File: config.mk
export PLATFORM = sky130hd
export DESIGN_NAME = fitness_evaluator
export DESIGN_NICKNAME = d
export VERILOG_FILES = /design/src/rtl/genetico_pkg.sv /design/src/rtl/fenotipo.sv /design/src/rtl/fitness_evaluator.sv
export SDC_FILE = /design/constraint.sdc
export NUM_CORES = 1
export LEC_CHECK = 0
export BUFFER_PORTS_ARGS = -buffer_cell sky130_fd_sc_hd__buf_2
export CAP_MARGIN = 40
export CELL_PAD_IN_SITES_DETAIL_PLACEMENT = 1
export CELL_PAD_IN_SITES_GLOBAL_PLACEMENT = 1
export CORE_ASPECT_RATIO = 1.1
export CORE_MARGIN = 2
export CORE_UTILIZATION = 44
export DETAILED_ROUTE_END_ITERATION = 8
export GPL_ROUTABILITY_DRIVEN = 0
export GPL_TIMING_DRIVEN = 0
export PLACE_DENSITY = 0.77
export SYNTH_ARGS = -nofsm -noshare
export SYNTH_HDL_FRONTEND = slang
export SYNTH_SLANG_ARGS = --single-unit
export TNS_END_PERCENT = 100
File: constraint.sdc
create_clock -name clk -period 18.3 [get_ports clk]
set_clock_uncertainty 0.15 [all_clocks]
set_input_delay 1.83 -clock clk [delete_from_list [all_inputs] [get_ports clk]]
set_output_delay 1.83 -clock clk [all_outputs]
set_load 0.03 [all_outputs]
File: src/rtl/genetico_pkg.sv
// Shared widths, FSM state type and the logic-element operator table
// for the chromosome fitness evaluator.
package genetico_pkg;

  localparam int CHROM_W = 103;
  localparam int LE_W    = 11;
  localparam int N_LES   = 9;
  localparam int OUT_W   = 4;
  localparam int N_IN    = 2;
  localparam int N_VEC   = 4;
  localparam int FIT_W   = 3;

  // Node space of the phenotype: primary inputs first, then one node per LE.
  localparam int N_NODES = N_IN + N_LES;

  // LE field layout, MSB first: {src_a, src_b, op}.
  localparam int SRC_W = 4;
  localparam int OP_W  = 3;

  typedef enum logic [1:0] {
    S_IDLE   = 2'd0,
    S_APPLY  = 2'd1,
    S_SAMPLE = 2'd2,
    S_DONE   = 2'd3
  } state_t;

  // Boolean function selected by an LE's op field.
  function automatic logic le_op(input logic [OP_W-1:0] op, input logic a, input logic b);
    logic r;
    case (op)
      3'd0:    r = a & b;
      3'd1:    r = a | b;
      3'd2:    r = a ^ b;
      3'd3:    r = ~(a & b);
      3'd4:    r = ~(a | b);
      3'd5:    r = ~(a ^ b);
      3'd6:    r = ~a;
      default: r = a;
    endcase
    return r;
  endfunction

endpackage

File: src/rtl/fenotipo.sv
// Combinational phenotype: a feed-forward chain of 9 two-input logic
// elements decoded from the chromosome. An LE may only read primary inputs
// or earlier LEs; any source index that is not yet defined reads input 0,
// which keeps the network acyclic for every possible chromosome.
module fenotipo
  import genetico_pkg::*;
(
  input  logic               i_processing,
  input  logic [N_IN-1:0]    i_chrom_in,
  input  logic [CHROM_W-1:0] i_chrom,
  output logic               o_chrom_out
);

  // Select node 'sel' if it is below 'lim', otherwise fall back to node 0.
  function automatic logic pick(input logic [N_NODES-1:0] nodes,
                                input logic [SRC_W-1:0]   sel,
                                input int                 lim);
    logic r;
    r = nodes[0];
    for (int k = 0; k < N_NODES; k++) begin
      if ((k < lim) && (SRC_W'(k) == sel)) r = nodes[k];
    end
    return r;
  endfunction

  // Evaluate the whole network for one input vector.
  function automatic logic eval_net(input logic [CHROM_W-1:0] chrom,
                                    input logic [N_IN-1:0]    vin);
    logic [N_NODES-1:0] nodes;
    logic [LE_W-1:0]    fld;
    logic [SRC_W-1:0]   osel;
    logic               a;
    logic               b;
    nodes = '0;
    nodes[N_IN-1:0] = vin;
    for (int j = 0; j < N_LES; j++) begin
      fld = chrom[j*LE_W +: LE_W];
      a = pick(nodes, fld[LE_W-1 -: SRC_W], N_IN + j);
      b = pick(nodes, fld[LE_W-1-SRC_W -: SRC_W], N_IN + j);
      nodes[N_IN+j] = le_op(fld[OP_W-1:0], a, b);
    end
    osel = chrom[CHROM_W-1 -: OUT_W];
    return pick(nodes, osel, N_NODES);
  endfunction

  // Output is forced low whenever no evaluation is in progress.
  always_comb begin
    o_chrom_out = 1'b0;
    if (i_processing) o_chrom_out = eval_net(i_chrom, i_chrom_in);
  end

endmodule

File: src/rtl/fitness_evaluator.sv
// Applies the four input vectors to the phenotype of a latched chromosome,
// scores each against a latched target truth table and reports the count of
// matches with a one-cycle done pulse.
module fitness_evaluator
  import genetico_pkg::*;
#(
  parameter int SETTLE_CYCLES = 2
) (
  input  logic               clk,
  input  logic               rst,
  input  logic               start,
  input  logic [CHROM_W-1:0] cromossomo_in,
  input  logic [N_VEC-1:0]   target,
  output logic               ready,
  output logic               done,
  output logic [FIT_W-1:0]   fitness,
  output logic               perfect,
  output logic [N_VEC-1:0]   mismatch_mask
);

  localparam int CNT_W = (SETTLE_CYCLES > 1) ? $clog2(SETTLE_CYCLES) : 1;

  state_t             r_state;
  state_t             w_state_nxt;
  logic [CHROM_W-1:0] r_chrom;
  logic [N_VEC-1:0]   r_target;
  logic [N_VEC-1:0]   r_mask;
  logic [FIT_W-1:0]   r_score;
  logic [N_IN-1:0]    r_vec;
  logic [CNT_W-1:0]   r_settle;

  logic               w_processing;
  logic [N_IN-1:0]    w_chrom_in;
  logic               w_chrom_out;
  logic               w_match;
  logic               w_settled;
  logic               w_last;
  logic [FIT_W-1:0]   w_score_nxt;
  logic [N_VEC-1:0]   w_mask_nxt;

  // Score increment that sticks at N_VEC instead of wrapping.
  function automatic logic [FIT_W-1:0] sat_inc(input logic [FIT_W-1:0] s);
    logic [FIT_W-1:0] r;
    if (s >= FIT_W'(N_VEC)) r = FIT_W'(N_VEC);
    else                    r = s + 1'b1;
    return r;
  endfunction

  fenotipo u_fenotipo (
    .i_processing (w_processing),
    .i_chrom_in   (w_chrom_in),
    .i_chrom      (r_chrom),
    .o_chrom_out  (w_chrom_out)
  );

  assign w_settled = (r_settle == CNT_W'(SETTLE_CYCLES - 1));
  assign w_last    = (r_vec == N_IN'(N_VEC - 1));
  assign w_match   = (w_chrom_out == r_target[r_vec]);

  // Score and mask as they will be after the current SAMPLE cycle.
  always_comb begin
    w_score_nxt = r_score;
    w_mask_nxt  = r_mask;
    if (w_match) w_score_nxt = sat_inc(r_score);
    else         w_mask_nxt[r_vec] = 1'b1;
  end

  // Next-state decode and state-derived outputs.
  always_comb begin
    w_state_nxt  = r_state;
    ready        = 1'b0;
    done         = 1'b0;
    w_processing = 1'b0;
    w_chrom_in   = '0;
    case (r_state)
      S_IDLE: begin
        ready = 1'b1;
        if (start) w_state_nxt = S_APPLY;
      end
      S_APPLY: begin
        w_processing = 1'b1;
        w_chrom_in   = r_vec;
        if (w_settled) w_state_nxt = S_SAMPLE;
      end
      S_SAMPLE: begin
        w_processing = 1'b1;
        w_chrom_in   = r_vec;
        w_state_nxt  = w_last ? S_DONE : S_APPLY;
      end
      S_DONE: begin
        done        = 1'b1;
        w_state_nxt = S_IDLE;
      end
      default: w_state_nxt = S_IDLE;
    endcase
  end

  // State register.
  always_ff @(posedge clk or posedge rst) begin
    if (rst) r_state <= S_IDLE;
    else     r_state <= w_state_nxt;
  end

  // Latched operands, vector index, settle counter and running score.
  always_ff @(posedge clk or posedge rst) begin
    if (rst) begin
      r_chrom  <= '0;
      r_target <= '0;
      r_score  <= '0;
      r_mask   <= '0;
      r_vec    <= '0;
      r_settle <= '0;
    end else begin
      case (r_state)
        S_IDLE: begin
          if (start) begin
            r_chrom  <= cromossomo_in;
            r_target <= target;
            r_score  <= '0;
            r_mask   <= '0;
            r_vec    <= '0;
            r_settle <= '0;
          end
        end
        S_APPLY: begin
          if (!w_settled) r_settle <= r_settle + 1'b1;
        end
        S_SAMPLE: begin
          r_score <= w_score_nxt;
          r_mask  <= w_mask_nxt;
          if (!w_last) begin
            r_vec    <= r_vec + 1'b1;
            r_settle <= '0;
          end
        end
        default: ;
      endcase
    end
  end

  // Result registers load only on the edge that enters DONE.
  always_ff @(posedge clk or posedge rst) begin
    if (rst) begin
      fitness       <= '0;
      perfect       <= 1'b0;
      mismatch_mask <= '0;
    end else if ((r_state == S_SAMPLE) && w_last) begin
      fitness       <= w_score_nxt;
      perfect       <= (w_score_nxt == FIT_W'(N_VEC));
      mismatch_mask <= w_mask_nxt;
    end
  end

endmodule

* Word-level counts from Yosys, hierarchy flattened
Cells that the tools add are included.
** Cells by class
- $add $sub $neg :: 3
- Order comparisons :: 3
- Eq/ne operators :: 163
- Muxes and demuxes :: 154
- Bitwise operators :: 64
- Reduce and logical (&&, ||, !) cells :: 20
** Operator list (number)
- $eq A3 B4 Y1 const A :: 40
- $eq A2 B4 Y1 const A :: 32
- $mux W1 :: 127
- $eq A3 B3 Y1 const B :: 28
- $eq A1 B4 Y1 const A :: 19
- $pmux W1 S7 :: 9
- $eq A3 B2 Y1 const B :: 18
- $eq A4 B4 Y1 const A :: 9
- $not A1 Y1 :: 36
- $eq A3 B1 Y1 const B :: 9
- $logic_not A3 Y1 :: 9
- $mux W2 :: 6
- $and A1 B1 Y1 :: 9
- $mux W3 :: 3
- $or A1 B1 Y1 :: 9
- $xor A1 B1 Y1 :: 9
- $mux W4 :: 2
- $pmux W2 S4 :: 1
- $pmux W4 S2 :: 1
- $eq A2 B2 Y1 const B :: 3
- $ne A2 B2 Y1 const B :: 3
- $pmux W3 S2 :: 1
- $reduce_and A2 Y1 :: 3
- $reduce_and A3 Y1 :: 2
- 18 further kinds :: 19
** Word-level totals
- Bits in registers :: 127
- Bits of input ports :: 110
- Output and inout bits :: 10
- Logic and storage cells :: 417

* Depth between registers and ports, before layout
- Depth after elaboration :: 53
- Mapped depth :: 93

* Cells and area by module
From an unflattened synthesis, not the netlist that was laid out.
** Unflattened totals
- Cell total of the unflattened synthesis :: 851
- Area, all modules :: 8426.8 µm²
** By module, submodules not included
- fitness_evaluator :: times used 1, cells an instance 332, area an instance 5037.3 µm²
- fenotipo :: times used 1, cells an instance 519, area an instance 3389.5 µm²

* Worst setup path after synthesis
Ideal clock, no wire load.
- Path type :: reg2reg
- From :: register r_state[0]
- To :: register perfect
- Library setup time :: 94 ps
- Arrival time :: 14563 ps
- Required time :: 18056 ps
- Setup slack :: 3493 ps
- Cell stages (with the launch flop) :: 82
- Period minus slack after synthesis :: 14807 ps
- Path through :: dfrtp_1 inv_1 ha_1 nand2_1 clkbuf_1 clkbuf_1 nor2_1 a21oi_1 inv_1 ha_1 nand2b_1 a21oi_1 nand2b_1 o21ba_2 o21ai_0 o21ai_0 nor2_1 a221oi_1 [46 not listed] ha_1 mux2i_1 o21ai_0 nand2_1 o21ai_0 and3_1 nor2_1 a21boi_0 or2_2 ha_1 mux2i_1 o21ai_0 o21ai_0 nand2_1 mux2i_1 o2111ai_4 o41a_1 a211oi_1
** On the way
- Longest elaborated chain between the ends :: 53
- Elaborated cells between the ends (all ways) :: 200
- Classes of those cells :: eq/ne: 4; mux: 131; bitwise: 63; reduce/logical: 2
** Ends and longest elaborated chain
- from (decl) :: RTL line fitness_evaluator.sv:23 : state_t r_state;
- from (signal assigned) :: RTL line fitness_evaluator.sv:101 : else r_state <= w_state_nxt;
- $eq A2 B2 Y1 / $eq A2 B1 Y1 (equally long branches) :: RTL line fitness_evaluator.sv:75, fitness_evaluator.sv:147
- $reduce_or A2 Y1 (no line)
- $mux W2 :: RTL line fitness_evaluator.sv:75 : case (r_state)
- $mux W1 :: RTL line fenotipo.sv:21 : if ((k < lim) && (SRC_W'(k) == sel)) r = nodes[k];
- $mux W1 :: RTL line fenotipo.sv:49 : if (i_processing) o_chrom_out = eval_net(i_chrom, i_chrom_in);
- $xor A1 B1 Y1, or another cell as far along :: RTL line genetico_pkg.sv:33, genetico_pkg.sv:36
- $not A1 Y1, on equally long branches :: RTL line genetico_pkg.sv:36, genetico_pkg.sv:34, genetico_pkg.sv:35
- $pmux W1 S7 :: RTL line genetico_pkg.sv:30 : case (op)
- [37 not listed]
- $xor A1 B1 Y1, or another cell as far along :: RTL line genetico_pkg.sv:33, genetico_pkg.sv:36
- $not A1 Y1, on equally long branches :: RTL line genetico_pkg.sv:36, genetico_pkg.sv:34, genetico_pkg.sv:35
- $pmux W1 S7 :: RTL line genetico_pkg.sv:30
- $mux W1 :: RTL line fenotipo.sv:21
- $mux W1 :: RTL line fenotipo.sv:49
- $eq A1 B1 Y1 :: RTL line fitness_evaluator.sv:58 : assign w_match = (w_chrom_out == r_target[r_vec]);
- $mux W3 :: RTL line fitness_evaluator.sv:64 : if (w_match) w_score_nxt = sat_inc(r_score);
- $eq A3 B3 Y1 :: RTL line fitness_evaluator.sv:149 : perfect <= (w_score_nxt == FIT_W'(N_VEC));
- to (signal assigned) :: RTL line fitness_evaluator.sv:149
- to (decl) :: RTL line fitness_evaluator.sv:17 : output logic perfect,
Several ways; a longest one is shown, not always the timed one. The select of a mux whose other input is x is not followed.
A chain may end at the register's enable or synchronous reset.

* Worst setup path in the final report
Same ends and word-level chain as after synthesis.

==> reports/qor.yml <==
run_status:
  outcome: "complete, no violations"
synth:
  synth_compound_area_frac: 0.180
  ys_seq_area_frac: 0.386
  yosysMostFrequentCell: "dfrtp_1"
  synthTopCellsByCount: "dfrtp_1 (127), mux2_2 (110), nor2_1 (76), nand2_1 (61)"
  ys_seq_elements: 127
  netlist_area_sq_um: 8220
  synth_top_cell_area_share: 0.386
  synthArstFlopShare: 1.00
  avgSynthCellArea_sq_um: 9.65
  ys.warnings.count: 0
  synth_xor_area_frac: 0
  yosys.area_share.simple: 0.173
  ys_types: 83
  synthAdderAreaFrac: 0.0426
  synthMuxAreaShare: 0.184
  synth_flop_cell: "dfrtp_1"
  synth_enable_flop_cells: 0
  syn-num-nets: 990
  yosys.area.top_type: "dfrtp_1"
  synth_cells: 852
  synth_area_leaders: "dfrtp_1 (39%), mux2_2 (15%), ha_1 (4.3%), nor2_1 (3.5%), a21oi_1 (3.0%)"
  synth_top_family_by_area: "multiplexers"
route:
  num_vias: 7132
  drt_iter0_markers: 303
  drc: 0
  viasPerCell: 5.70
  wl_um: 23200
  firstDrtPassIters: 5
  ant_nets: 0
  routedWlPerCell_um: 18.5
hold_path:
  min_path_type: "reg2reg"
  min_from: "mismatch_mask[0]"
critical_path:
  r2r-end: "perfect"
  reg2reg_depth: 80
  r2r_slack_ns: 1.40
  required_ns: 18.48
  critPathLaunch: "r_state[0]"
  arrival_ns: 17.08
  slowest_stage: "or4_1"
  path_class: "reg2reg"
  critPathLaunchType: "flip-flop"
  worstSetupEndpoint: "perfect"
  r2r_start: "r_state[0]"
  crit_fanout: 10
  endpoint_kind: "flip-flop"
  cpPeakStageDelay_ns: 0.56
floorplanning:
  start_util: 0.448
  core_sq_um: 18300
  fp.dieArea_sq_um: 19800
  num_io_pins: 120
  die_h_um: 147
  die_w_um: 134
  std_cell_rows: 52
finish:
  n_fill_cell: 2105
  stdcell_area_sq_um: 9910
  stdcell_count: 1251
  utilization: 0.540
  drive_gt1_frac: 0.293
  area_growth_pct: 20.5
  nNetsFinal: 1131
sta:
  fin_crit_sh: 0.924
  hold_viol: 0
  fmax_mhz: 59.2
  hold_ws_ns: 0.322
  min_period_ns: 16.90
  slew_headroom: 0.536
  slew_viol_final: 0
  worst_pin_slew_ns: 0.696
  setup_violations: 0
job:
  cap_viol_max_count: 0
cts:
  clock-sinks: 127
  cts_tree: "yes"
  insertion_delay_ns: 0.42
  cts-hold-fix-buffers: 0
  postCtsSetupRepairBufs: 0
  ctsHtreeMaxLevel: 4
  cts_buffers: 17
  clockRootBuffer: "clkbuf_16"
  clkTransAtPathRegs_ns: 0.06
  cts_buffer_depth: 2
place:
  dpl.cell_count: 1219
  postPlaceCellArea_sq_um: 9180
  dpl.hpwl_um: 16700
  io_buffer_count: 119
global_route:
  grt_pass1_wl_um: 38000
  grt_pass1_vias: 7525
  grt_max_degree: 90
  grt_overflow: 0
  antenna_found_initial: 3
  grtUsageTotal: 0.242
power:
  ir_worst_vdd_uv: 90.3
  power_density_nw_per_um2: 238
  p_leak_nw: 4.35
## area by class of cell
class / count / area (sq um) / area share
Inverter: 38 / 148 / 0.0149
Antenna cell: 2 / 5.00 / 0.000505
Timing Repair Buffer: 124 / 651 / 0.0657
Clock buffer: 24 / 502 / 0.0506
Clock inverter: 8 / 175 / 0.0177
Multi-Input combinational cell: 652 / 4810 / 0.485
Tap cell: 243 / 304 / 0.0307
Buffer: 33 / 135 / 0.0136
Sequential cell: 127 / 3180 / 0.321
## flip-flops by register name, indices dropped and copies added, names as in the netlist
signal         cells
r_chrom          103
mismatch_mask      4
r_mask             4
r_target           4
fitness            3
r_score            3
r_state            2
r_vec              2
perfect            1
r_settle           1
## critical path: cells and delay by family (launching register included)
kind | cells | cell delay (ns)
compound gates | 30 | 5.67
fa+ha+maj | 10 | 2.56
flops | 1 | 0.43
buf+inv | 7 | 1.10
mux | 7 | 1.36
simple gates | 26 | 5.51
## layout by cell type, fill, tap and decap left out, types with 27 or more instances in the layout
cell type and n:
inv_1 37, mux2_2 110, dfrtp_1 127, nor2_1 76, a21oi_1 50, buf_2 120
o21ai_0 49, nand2_1 60, clkbuf_1 27, ha_1 28
## worst min-delay path by stage
stage,endpoint,depth (start not counted)
floorplan,r_chrom[17],1
global placement,mismatch_mask[3],2
detailed placement,mismatch_mask[0],2
CTS,mismatch_mask[0],2
global route,r_chrom[17],1
finish,mismatch_mask[0],2
## through the flow
step	worst slack (ns)	TNS [ns]	power [mW]
3_3_place_gp	-0.197	-1.38	1.86
3_5_place_dp	-0.152	-0.858	1.93
5_1_grt	-0.00633	-0.00633	2.56
4_1_cts	0.125	0	2.35
2_1_floorplan	3.49	0	1.55
6_report	1.40	0	2.36
## logic make-up after synthesis
logic type | count (synthesis)
and+or+nand+nor | 270
muxes | 135
adders and majority gates | 28
buffers and inverters | 73
DFF | 127
AOI/OAI and AO/OA | 219
## what timing repair did
item / 4_1_cts / 5_1_grt
endpoints found under the setup margin: 15 / 15
gates cloned: 0 / 0
gates resized for setup: 3 / 15
## where the power goes
part / switching [mW] / internal, mW
clock network: 0.131 / 0.261
logic: 0.785 / 0.606
registers: 0.157 / 0.420
## per-layer routing
metal / up-vias / GRT usage / part of all wire
met1: 3527 / 0.304 / 0.44
met2: 143 / 0.419 / 0.50
met3: 29 / 0.0521 / 0.044
met5: - / 0 / 0.00056
li1: 3431 / - / -
met4: 2 / 0.0721 / 0.017
(Power assumes the default switching activity.)
